$ cat src/rtl/aes_pkg.sv
// Shared AES constants for the decryption datapath: field arithmetic helpers,
// affine constants, the FIPS-197 inverse S-Box table and the InvSubBytes FSM encoding.
package aes_pkg;

    localparam int AES_NB_BYTE  = 8;
    localparam int AES_NB_STATE = 128;

    localparam logic [7:0] AES_POLY        = 8'h1b;
    localparam logic [7:0] INV_AFFINE_CONST = 8'h05;
    localparam logic [7:0] FWD_AFFINE_CONST = 8'h63;

    typedef enum logic [1:0] {
        ST_IDLE = 2'd0,
        ST_BUSY = 2'd1,
        ST_DONE = 2'd2
    } fsm_state_e;

    localparam logic [7:0] INV_SBOX [0:255] = '{
        8'h52, 8'h09, 8'h6a, 8'hd5, 8'h30, 8'h36, 8'ha5, 8'h38, 8'hbf, 8'h40, 8'ha3, 8'h9e, 8'h81, 8'hf3, 8'hd7, 8'hfb,
        8'h7c, 8'he3, 8'h39, 8'h82, 8'h9b, 8'h2f, 8'hff, 8'h87, 8'h34, 8'h8e, 8'h43, 8'h44, 8'hc4, 8'hde, 8'he9, 8'hcb,
        8'h54, 8'h7b, 8'h94, 8'h32, 8'ha6, 8'hc2, 8'h23, 8'h3d, 8'hee, 8'h4c, 8'h95, 8'h0b, 8'h42, 8'hfa, 8'hc3, 8'h4e,
        8'h08, 8'h2e, 8'ha1, 8'h66, 8'h28, 8'hd9, 8'h24, 8'hb2, 8'h76, 8'h5b, 8'ha2, 8'h49, 8'h6d, 8'h8b, 8'hd1, 8'h25,
        8'h72, 8'hf8, 8'hf6, 8'h64, 8'h86, 8'h68, 8'h98, 8'h16, 8'hd4, 8'ha4, 8'h5c, 8'hcc, 8'h5d, 8'h65, 8'hb6, 8'h92,
        8'h6c, 8'h70, 8'h48, 8'h50, 8'hfd, 8'hed, 8'hb9, 8'hda, 8'h5e, 8'h15, 8'h46, 8'h57, 8'ha7, 8'h8d, 8'h9d, 8'h84,
        8'h90, 8'hd8, 8'hab, 8'h00, 8'h8c, 8'hbc, 8'hd3, 8'h0a, 8'hf7, 8'he4, 8'h58, 8'h05, 8'hb8, 8'hb3, 8'h45, 8'h06,
        8'hd0, 8'h2c, 8'h1e, 8'h8f, 8'hca, 8'h3f, 8'h0f, 8'h02, 8'hc1, 8'haf, 8'hbd, 8'h03, 8'h01, 8'h13, 8'h8a, 8'h6b,
        8'h3a, 8'h91, 8'h11, 8'h41, 8'h4f, 8'h67, 8'hdc, 8'hea, 8'h97, 8'hf2, 8'hcf, 8'hce, 8'hf0, 8'hb4, 8'he6, 8'h73,
        8'h96, 8'hac, 8'h74, 8'h22, 8'he7, 8'had, 8'h35, 8'h85, 8'he2, 8'hf9, 8'h37, 8'he8, 8'h1c, 8'h75, 8'hdf, 8'h6e,
        8'h47, 8'hf1, 8'h1a, 8'h71, 8'h1d, 8'h29, 8'hc5, 8'h89, 8'h6f, 8'hb7, 8'h62, 8'h0e, 8'haa, 8'h18, 8'hbe, 8'h1b,
        8'hfc, 8'h56, 8'h3e, 8'h4b, 8'hc6, 8'hd2, 8'h79, 8'h20, 8'h9a, 8'hdb, 8'hc0, 8'hfe, 8'h78, 8'hcd, 8'h5a, 8'hf4,
        8'h1f, 8'hdd, 8'ha8, 8'h33, 8'h88, 8'h07, 8'hc7, 8'h31, 8'hb1, 8'h12, 8'h10, 8'h59, 8'h27, 8'h80, 8'hec, 8'h5f,
        8'h60, 8'h51, 8'h7f, 8'ha9, 8'h19, 8'hb5, 8'h4a, 8'h0d, 8'h2d, 8'he5, 8'h7a, 8'h9f, 8'h93, 8'hc9, 8'h9c, 8'hef,
        8'ha0, 8'he0, 8'h3b, 8'h4d, 8'hae, 8'h2a, 8'hf5, 8'hb0, 8'hc8, 8'heb, 8'hbb, 8'h3c, 8'h83, 8'h53, 8'h99, 8'h61,
        8'h17, 8'h2b, 8'h04, 8'h7e, 8'hba, 8'h77, 8'hd6, 8'h26, 8'he1, 8'h69, 8'h14, 8'h63, 8'h55, 8'h21, 8'h0c, 8'h7d
    };

    // GF(2^8) multiply, shift-and-add reduced by the AES polynomial.
    function automatic logic [7:0] gf_mul(input logic [7:0] a, input logic [7:0] b);
        logic [7:0] acc;
        logic [7:0] aa;
        acc = 8'h00;
        aa  = a;
        for (int i = 0; i < 8; i++) begin
            if (b[i]) begin
                acc = acc ^ aa;
            end else begin
                acc = acc;
            end
            aa = aa[7] ? ({aa[6:0], 1'b0} ^ AES_POLY) : {aa[6:0], 1'b0};
        end
        return acc;
    endfunction

    // Inverse as a^254 = product of a^(2^i), i = 1..7; maps 0 to 0 for free.
    function automatic logic [7:0] gf_inv(input logic [7:0] a);
        logic [7:0] sq;
        logic [7:0] acc;
        sq  = a;
        acc = 8'h01;
        for (int i = 1; i < 8; i++) begin
            sq  = gf_mul(sq, sq);
            acc = gf_mul(acc, sq);
        end
        return acc;
    endfunction

    function automatic logic [7:0] inv_affine(input logic [7:0] x);
        return {x[6:0], x[7]} ^ {x[4:0], x[7:5]} ^ {x[1:0], x[7:2]} ^ INV_AFFINE_CONST;
    endfunction

endpackage

$ cat src/rtl/inv_byte_substitution_state_if.sv
// Valid/ready bus between inverse ShiftRows, the InvSubBytes engine and AddRoundKey.
interface inv_byte_substitution_state_if;
    import aes_pkg::*;

    logic [AES_NB_STATE-1:0] i_state;
    logic                    i_valid;
    logic                    o_ready;
    logic [AES_NB_STATE-1:0] o_state;
    logic                    o_valid;
    logic                    i_ready;

    modport slave (
        input  i_state,
        input  i_valid,
        output o_ready,
        output o_state,
        output o_valid,
        input  i_ready
    );

    modport master (
        output i_state,
        output i_valid,
        input  o_ready,
        input  o_state,
        input  o_valid,
        output i_ready
    );

endinterface

$ cat src/rtl/inv_byte_substitution_state_algorithm.sv
// Combinational single-byte InvSbox. INV_SBOX_ROM_EN selects the FIPS-197 table
// instead of inverse-affine plus GF(2^8) inversion; both give identical results.
module inv_byte_substitution_algorithm
    import aes_pkg::*;
(
    input  logic [7:0] i_byte,
    output logic [7:0] o_byte
);

`ifdef INV_SBOX_ROM_EN
    // Table lookup lane.
    always_comb begin
        o_byte = INV_SBOX[i_byte];
    end
`else
    logic [7:0] affine_s;

    // Undo the affine transform first, then invert in the field.
    always_comb begin
        affine_s = inv_affine(i_byte);
        o_byte   = gf_inv(affine_s);
    end
`endif

endmodule

$ cat src/rtl/inv_byte_substitution_state.sv
// InvSubBytes engine: NB_PARALLEL bytes per beat over 16/NB_PARALLEL beats, result held
// until taken downstream. Build macro INV_SBOX_ROM_EN switches lanes to table lookup.
module inv_byte_substitution_state
    import aes_pkg::*;
#(
    parameter int NB_BYTE     = 8,
    parameter int NB_STATE    = 128,
    parameter int NB_PARALLEL = 4
) (
    input  logic                         i_clock,
    input  logic                         i_reset,
    inv_byte_substitution_state_if.slave bus
);

    localparam bit PAR_OK   = (NB_PARALLEL == 1) || (NB_PARALLEL == 2) || (NB_PARALLEL == 4) ||
                              (NB_PARALLEL == 8) || (NB_PARALLEL == 16);
    localparam bit BAD_CONF = (NB_BYTE != 8) || (NB_STATE != 128) || !PAR_OK;
    localparam int NB_BEATS = PAR_OK ? (16 / NB_PARALLEL) : 1;
    localparam int NB_CHUNK = AES_NB_BYTE * NB_PARALLEL;
    localparam logic [3:0] LAST_CNT = 4'(NB_BEATS - 1);

    if (BAD_CONF) begin : g_bad_conf
        $error("inv_byte_substitution_state: illegal NB_BYTE/NB_STATE/NB_PARALLEL");
    end

    fsm_state_e              state_q, state_d;
    logic [3:0]              cnt_q, cnt_d;
    logic [AES_NB_STATE-1:0] work_q, work_d;
    logic                    o_valid_q, o_valid_d;
    logic                    ready_s;
    logic [NB_CHUNK-1:0]     chunk_in_s;
    logic [NB_CHUNK-1:0]     chunk_out_s;

    // Slice of the work register handled in the current beat.
    always_comb begin
        chunk_in_s = work_q[int'(cnt_q) * NB_CHUNK +: NB_CHUNK];
    end

    for (genvar l = 0; l < NB_PARALLEL; l++) begin : g_lane
        inv_byte_substitution_algorithm u_alg (
            .i_byte (chunk_in_s[l * AES_NB_BYTE +: AES_NB_BYTE]),
            .o_byte (chunk_out_s[l * AES_NB_BYTE +: AES_NB_BYTE])
        );
    end

    // Next-state, beat counter and work register update.
    always_comb begin
        state_d = state_q;
        cnt_d   = cnt_q;
        work_d  = work_q;
        ready_s = 1'b0;
        case (state_q)
            ST_IDLE: begin
                ready_s = 1'b1;
                if (bus.i_valid) begin
                    work_d  = bus.i_state;
                    cnt_d   = 4'd0;
                    state_d = ST_BUSY;
                end else begin
                    state_d = ST_IDLE;
                end
            end
            ST_BUSY: begin
                work_d[int'(cnt_q) * NB_CHUNK +: NB_CHUNK] = chunk_out_s;
                if (cnt_q == LAST_CNT) begin
                    cnt_d   = 4'd0;
                    state_d = ST_DONE;
                end else begin
                    cnt_d   = cnt_q + 4'd1;
                end
            end
            ST_DONE: begin
                // A consumer handshake frees the slot, so a waiting upstream state may enter now.
                if (bus.i_ready) begin
                    ready_s = 1'b1;
                    if (bus.i_valid) begin
                        work_d  = bus.i_state;
                        cnt_d   = 4'd0;
                        state_d = ST_BUSY;
                    end else begin
                        state_d = ST_IDLE;
                    end
                end else begin
                    state_d = ST_DONE;
                end
            end
            default: begin
                cnt_d   = 4'd0;
                state_d = ST_IDLE;
            end
        endcase
        o_valid_d = (state_d == ST_DONE);
    end

    // State, counter, data and valid registers with synchronous reset.
    always_ff @(posedge i_clock) begin
        if (i_reset) begin
            state_q   <= ST_IDLE;
            cnt_q     <= 4'd0;
            work_q    <= {AES_NB_STATE{1'b0}};
            o_valid_q <= 1'b0;
        end else begin
            state_q   <= state_d;
            cnt_q     <= cnt_d;
            work_q    <= work_d;
            o_valid_q <= o_valid_d;
        end
    end

    assign bus.o_ready = ready_s & ~i_reset;
    assign bus.o_valid = o_valid_q;
    assign bus.o_state = work_q;

endmodule

$ cat src/flat_wrapper.sv
// flat-port wrapper written by rule: the top's interface ports become plain ports
module inv_byte_substitution_state_flat import aes_pkg::*;
#(
    parameter int NB_BYTE     = 8,
    parameter int NB_STATE    = 128,
    parameter int NB_PARALLEL = 4
)
  (i_clock, i_reset, bus_i_state, bus_i_valid, bus_o_ready, bus_o_state, bus_o_valid, bus_i_ready);
  inv_byte_substitution_state_if bus_i ();
  input  logic i_clock;
  input  logic i_reset;
  input wire logic [$bits(bus_i.i_state)-1:0] bus_i_state;
  input wire logic [$bits(bus_i.i_valid)-1:0] bus_i_valid;
  output wire logic [$bits(bus_i.o_ready)-1:0] bus_o_ready;
  output wire logic [$bits(bus_i.o_state)-1:0] bus_o_state;
  output wire logic [$bits(bus_i.o_valid)-1:0] bus_o_valid;
  input wire logic [$bits(bus_i.i_ready)-1:0] bus_i_ready;
  assign bus_i.i_state = bus_i_state;
  assign bus_i.i_valid = bus_i_valid;
  assign bus_o_ready = bus_i.o_ready;
  assign bus_o_state = bus_i.o_state;
  assign bus_o_valid = bus_i.o_valid;
  assign bus_i.i_ready = bus_i_ready;
  inv_byte_substitution_state #(.NB_BYTE(NB_BYTE), .NB_STATE(NB_STATE), .NB_PARALLEL(NB_PARALLEL)) u_core (.i_clock(i_clock), .i_reset(i_reset), .bus(bus_i));
endmodule
$ cat config.mk
export PLATFORM = sky130hd
export DESIGN_NAME = inv_byte_substitution_state_flat
export DESIGN_NICKNAME = d
export VERILOG_FILES = /design/src/rtl/aes_pkg.sv /design/src/rtl/inv_byte_substitution_state_if.sv /design/src/rtl/inv_byte_substitution_state_algorithm.sv /design/src/rtl/inv_byte_substitution_state.sv /design/src/flat_wrapper.sv
export SDC_FILE = /design/constraint.sdc
export NUM_CORES = 2
export LEC_CHECK = 0
export CAP_MARGIN = 0
export CORE_AREA = 2 2 330 332
export CTS_BUF_LIST = sky130_fd_sc_hd__clkbuf_4 sky130_fd_sc_hd__clkbuf_8
export DETAILED_ROUTE_END_ITERATION = 8
export DIE_AREA = 0 0 332 334
export GPL_TIMING_DRIVEN = 0
export PLACE_DENSITY = 0.88
export SETUP_SLACK_MARGIN = 0.5
export SLEW_MARGIN = 20
export SYNTH_ARGS = -nofsm -noshare
export SYNTH_HDL_FRONTEND = slang
export SYNTH_HIERARCHICAL = 1
export SYNTH_SLANG_ARGS = --single-unit
$ cat constraint.sdc
create_clock -name i_clock -period 35.9 [get_ports i_clock]
set_input_delay 10.77 -clock i_clock [delete_from_list [all_inputs] [get_ports i_clock]]
set_output_delay 10.77 -clock i_clock [all_outputs]
set_load 0.1 [all_outputs]
* Yosys cells after proc, flatten, opt, wreduce, memory -nomap -nowiden
Cells that the tools add are included.
Word-level totals: flip-flop bits (word level) 135, output and inout port bits 130, word-level logic and storage cells 1613, input bits 132
Cells by class: reduce and logical (&&, ||, !) cells 3, equality and inequality tests 5, shift operators 3, mux-type cells 826, $add $sub $neg 2, bitwise gates (word level) 770
Operators with widths (number):
- 8-bit two-way mux | 420
- 8-bit bitwise XOR | 372
- 5-bit two-way mux | 368
- 4-bit NOT | 364
- 128-bit case mux with 3 select lines | 1
- 128-bit two-way mux | 2
- 128-bit bitwise mux | 1
- 32-bit by 33-bit variable shift with 128-bit output, first input constant | 1
- 128-bit by 10-bit indexed part select with 32-bit output | 1
- 32-bit by 33-bit indexed part select with 128-bit output | 1
- 9-bit negation with 33-bit output | 1
- 4-bit two-way mux | 7
- 7-bit two-way mux | 4
- 1-bit NOT, first input constant | 28
- 6-bit two-way mux | 4
- 2-bit two-way mux | 6
- 3-bit two-way mux | 4
- 4-bit case mux with 3 select lines | 1
- 2-bit NOT | 4
- 1-bit two-way mux | 6
- 2-bit case mux with 3 select lines | 1
- 4-bit by 1-bit adder with 4-bit output, second input constant | 1
- 2-bit == test, second input constant | 2
- 4-bit by 2-bit == test with 1-bit output, second input constant | 1
- other kinds (8) | 8

* Longest topological paths before layout
depth in word-level cells 134, gate-level depth with buffers 75, gate-level depth less buffers 61

* By module
Netlist, hierarchy kept.
By module, submodules not included:
- inv_byte_substitution_algorithm | area each 15462.3 µm², instances 4, seq. area each 0.0 µm², cells an instance 2149
- inv_byte_substitution_state | area each 7314.5 µm², instances 1, seq. area each 2702.6 µm², cells an instance 805

* Worst setup path before layout
OpenSTA, ideal clock, no wires.
path kind in2out, start point input port i_reset, end point output port bus_o_ready, cell stages on the path 3, data arrival time 13.244 ns, path slack 11.886 ns, buffers on the path 2, cell sequence clkbuf_1 clkbuf_1 nor3_1
Between the ends: word-level cells in the longest chain between the ends 2
RTL lines:
- from (decl) | RTL line flat_wrapper.sv:11 | input logic i_reset;
- 1-bit NOT | RTL line inv_byte_substitution_state.sv:110 | assign bus.o_ready = ready_s & ~i_reset;
- 1-bit AND | RTL line inv_byte_substitution_state.sv:110
- to (decl) | RTL line flat_wrapper.sv:14 | output wire logic [$bits(bus_i.o_ready)-1:0] bus_o_ready;
No other way between the ends.

* Worst setup path in the final report
Same ends and word-level chain as after synthesis.

==> flow_summary_export.csv <==
group,metric,value,unit
logic_synthesis,synth_compound_gate_area_share,0.208,
floorplanning,initial_core_util,0.642,
timing,rsz0062_at_grt,"no",
worst_setup_path,crit_end,"bus_o_ready",
clock_tree,cts_sinks,135,
worst_setup_path,crit_path_start_kind,"input pin",
route,drt_pass1_iterations,9,
worst_setup_path,worstPathArrival,13500,ps
cells_and_area,design_area,74100,um2
run,cap_violations,0,
clock_tree,clockBufferDepth,2,
timing,whs,508,ps
route,routed_via_density,6.67,
cells_and_area,final_common_cell,"xnor2_1",
cells_and_area,final_cell_mix,"xnor2_1, nor2_1, nand2_1",
route,wl_per_cell,22.9,um
cells_and_area,drive_gt1_frac,0.0826,
placement,dp.final_hpwl,197000,um
placement,gp_congestion,1.03,
clock_tree,path_clk_slew,100,ps
status,status,"complete, but fails checks",
worst_setup_path,r2r.worst_path.cells,70,
floorplanning,die_area,111000,um2
clock_tree,cts_tree,"yes",
logic_synthesis,yosys.area_share.simple,0.218,
timing,finalSetupTns,0,ps
logic_synthesis,synthCells,9401,
worst_setup_path,timing.rr.end,"u_core/bus.o_state[52]$_SDFFE_PP0P_",
logic_synthesis,syn_area,69200,um2
worst_setup_path,worst-path-max-fanout,10,
timing,setup_viol,0,
worst_setup_path,reg2reg_slack,13520,ps
status,violations,"design-rule violations",
hold_path,hold_class,"flip-flop to flip-flop",
timing,slew_headroom,0.110,
floorplanning,rows,121,
clock_tree,ctsResizeCount,0,
worst_setup_path,path_buf_inv,4,
clock_tree,cts-buffers-inserted,17,
placement,place_area,73600,um2
timing,timing_worst_slew_pin_value,1340,ps
logic_synthesis,synthAdderAreaFrac,0.00561,
timing,fin_crit,24270,ps
global_route,globalRouteOverflowTotal,0,
logic_synthesis,ys_warn_count,6,
route,antenna_left,0,
clock_tree,root_buffer,"clkbuf_8",
logic_synthesis,synthArstFlopShare,0,
worst_setup_path,crit_chain,"clkdlybuf4s50_1 -> clkbuf_1 -> clkbuf_1 -> nor3_1 -> clkdlybuf4s50_1",
logic_synthesis,synth_top_family_by_area,"XOR/XNOR gates",
global_route,grt_antenna_before_repair,15,
global_route,grt_pass1_wl,391000,um
timing,clock_skew,36.7,ps
floorplanning,die_w,332,um
logic_synthesis,synth_flop_cell,"dfxtp_1",
route,drt_wl_total,254000,um
clock_tree,h-tree-depth,4,
logic_synthesis,synth_seq_cells,135,
floorplanning,die_y,334,um
logic_synthesis,synth_xor_area_frac,0.425,
route,vias,74200,
global_route,grt_usage,0.434,
worst_setup_path,slowest_delay,1200,ps
logic_synthesis,synth_edf_count,0,
global_route,grt_max_degree,18,
worst_setup_path,crit_path_top_delay_cell,"clkdlybuf4s50_1",
floorplanning,boundaryPins,262,
worst_setup_path,path_depth,5,
clock_tree,postCtsSetupBuffers,0,
route,drtIter0Drc,10700,
logic_synthesis,synthMuxAreaShare,0.0512,
worst_setup_path,critPathLaunch,"i_reset",
worst_setup_path,cpLargestDelayFamily,"buffers and inverters",
worst_setup_path,end_kind,"output port",
clock_tree,ctsHoldBuffers,0,
worst_setup_path,reg2reg_from,"u_core/cnt_q[0]$_SDFFE_PP0P_",
worst_setup_path,required,25130,ps
clock_tree,clk_latency,540,ps
global_route,grt_pass1_vias,68100,
logic_synthesis,avgSynthCellArea,7.36,um2
route,drc,33,
timing,final_hold_viol_count,0,
timing,fin_ws,11630,ps
worst_setup_path,timing_worst_setup_path_type,"input pin to output port",
timing,slew_viol_final,0,
timing,final.period_utilization,0.676,
logic_synthesis,ys_seq_area_frac,0.0391,
cells_and_area,areaGrowthSynthToFinish,7.08,%
placement,portBuffers,261,
timing,fmax,0.0412,GHz
cells_and_area,nets,9845,
logic_synthesis,syn_nets,9564,
floorplanning,core_area,108000,um2
logic_synthesis,yosys.cell_types.count,105,
placement,pre_cts_slack,11750,ps
-- metal layers --
| metal | part of all wire | global-route usage |
|---|---|---|
| met5 | 0.0010 | 0.00868 |
| met4 | 0.043 | 0.162 |
| met3 | 0.14 | 0.126 |
| met2 | 0.43 | 0.677 |
| met1 | 0.39 | 0.567 |
-- per-stage QoR --
stage | utilization | instances
floorplan | - | 9401
global placement | 0.682 | 11100
detailed placement | 0.683 | 11100
CTS | 0.687 | 11100
global route | 0.687 | 11100
finish | 0.687 | 11100
-- flip-flops by register name, summed over array words and instances, names as in the netlist --
register / flops
u_core/bus.o_state: 128
u_core/bus.o_valid: 1
u_core/cnt_q: 4
u_core/state_q: 2
-- synthesized netlist by cell type, types with 36 or more instances --
cell type  count  area [um2]
a211oi_1     176        1320
a21o_1        49         368
a21oi_1      595        2980
a22oi_1      105         788
a31oi_1       82         513
and2_1       122         763
and3_1        48         300
buf_1         53         199
buf_2        165         826
buf_4         68         510
clkbuf_1     421        1580
dfxtp_1      135        2700
inv_1        114         428
mux2_2        92        1040
mux2i_1      169        1690
mux4_2        36         811
nand2_1      883        3310
nand2b_1      75         469
nand3_1      301        1510
nand4_1       46         288
nor2_1      1288        4830
nor2b_1       38         238
nor3_1       258        1290
nor3b_1       36         270
nor4_1        57         357
o211ai_1      90         676
o21a_1        59         443
o21ai_0      323        1620
o22ai_1      120         751
o31ai_1       49         368
o32ai_1       44         385
or3_1         68         425
xnor2_1     1560       13700
xnor2_2      140        2280
xnor2_4       40        1100
xnor3_1      232        5230
xor2_1       504        4410
xor3_1        44        1050
-- kinds of logic after synthesis --
group	after synthesis
buffers and inverters	853
AOI/OAI and AO/OA	2141
xor gates and xnor gates	2593
adders and majority gates	31
and+or+nand+nor	3351
DFF	135
muxes	297
-- how the worst min path moves through the flow --
stage	startpoint	end	slack [ps]	cells after the start
after floorplan	u_core/cnt_q[2]$_SDFFE_PP0P_	u_core/cnt_q[2]$_SDFFE_PP0P_	530	2
after global placement	u_core/bus.o_state[93]$_SDFFE_PP0P_	u_core/bus.o_state[93]$_SDFFE_PP0P_	480	2
after detailed placement	u_core/bus.o_state[93]$_SDFFE_PP0P_	u_core/bus.o_state[93]$_SDFFE_PP0P_	480	2
after CTS	u_core/bus.o_state[93]$_SDFFE_PP0P_	u_core/bus.o_state[93]$_SDFFE_PP0P_	500	2
after global routing	u_core/bus.o_state[93]$_SDFFE_PP0P_	u_core/bus.o_state[93]$_SDFFE_PP0P_	520	2
final	u_core/bus.o_state[93]$_SDFFE_PP0P_	u_core/bus.o_state[93]$_SDFFE_PP0P_	510	2
-- layout make-up --
| class | instances | area, um2 |
|---|---|---|
| Sequential cell | 135 | 2700 |
| Clock buffer | 17 | 234 |
| Inverter | 143 | 537 |
| Clock inverter | 15 | 183 |
| Antenna cell | 8 | 20.0 |
| Tap cell | 1414 | 1770 |
| Timing Repair Buffer | 262 | 2600 |
| Multi-Input combinational cell | 8413 | 62900 |
| Fill cell | 9351 | 33700 |
| Buffer | 710 | 3150 |
-- worst min-delay path, delay by kind of cell (launching register included) --
| kind | cells | cell delay, ps |
|---|---|---|
| AO/OA/AOI/OAI | 1 | 60 |
| flip-flops | 1 | 340 |
| buffers and inverters | 1 | 70 |
Power is left out: the tool's default activity adds up to more than one toggle a clock period on the data nets, which glitch-free logic cannot reach.
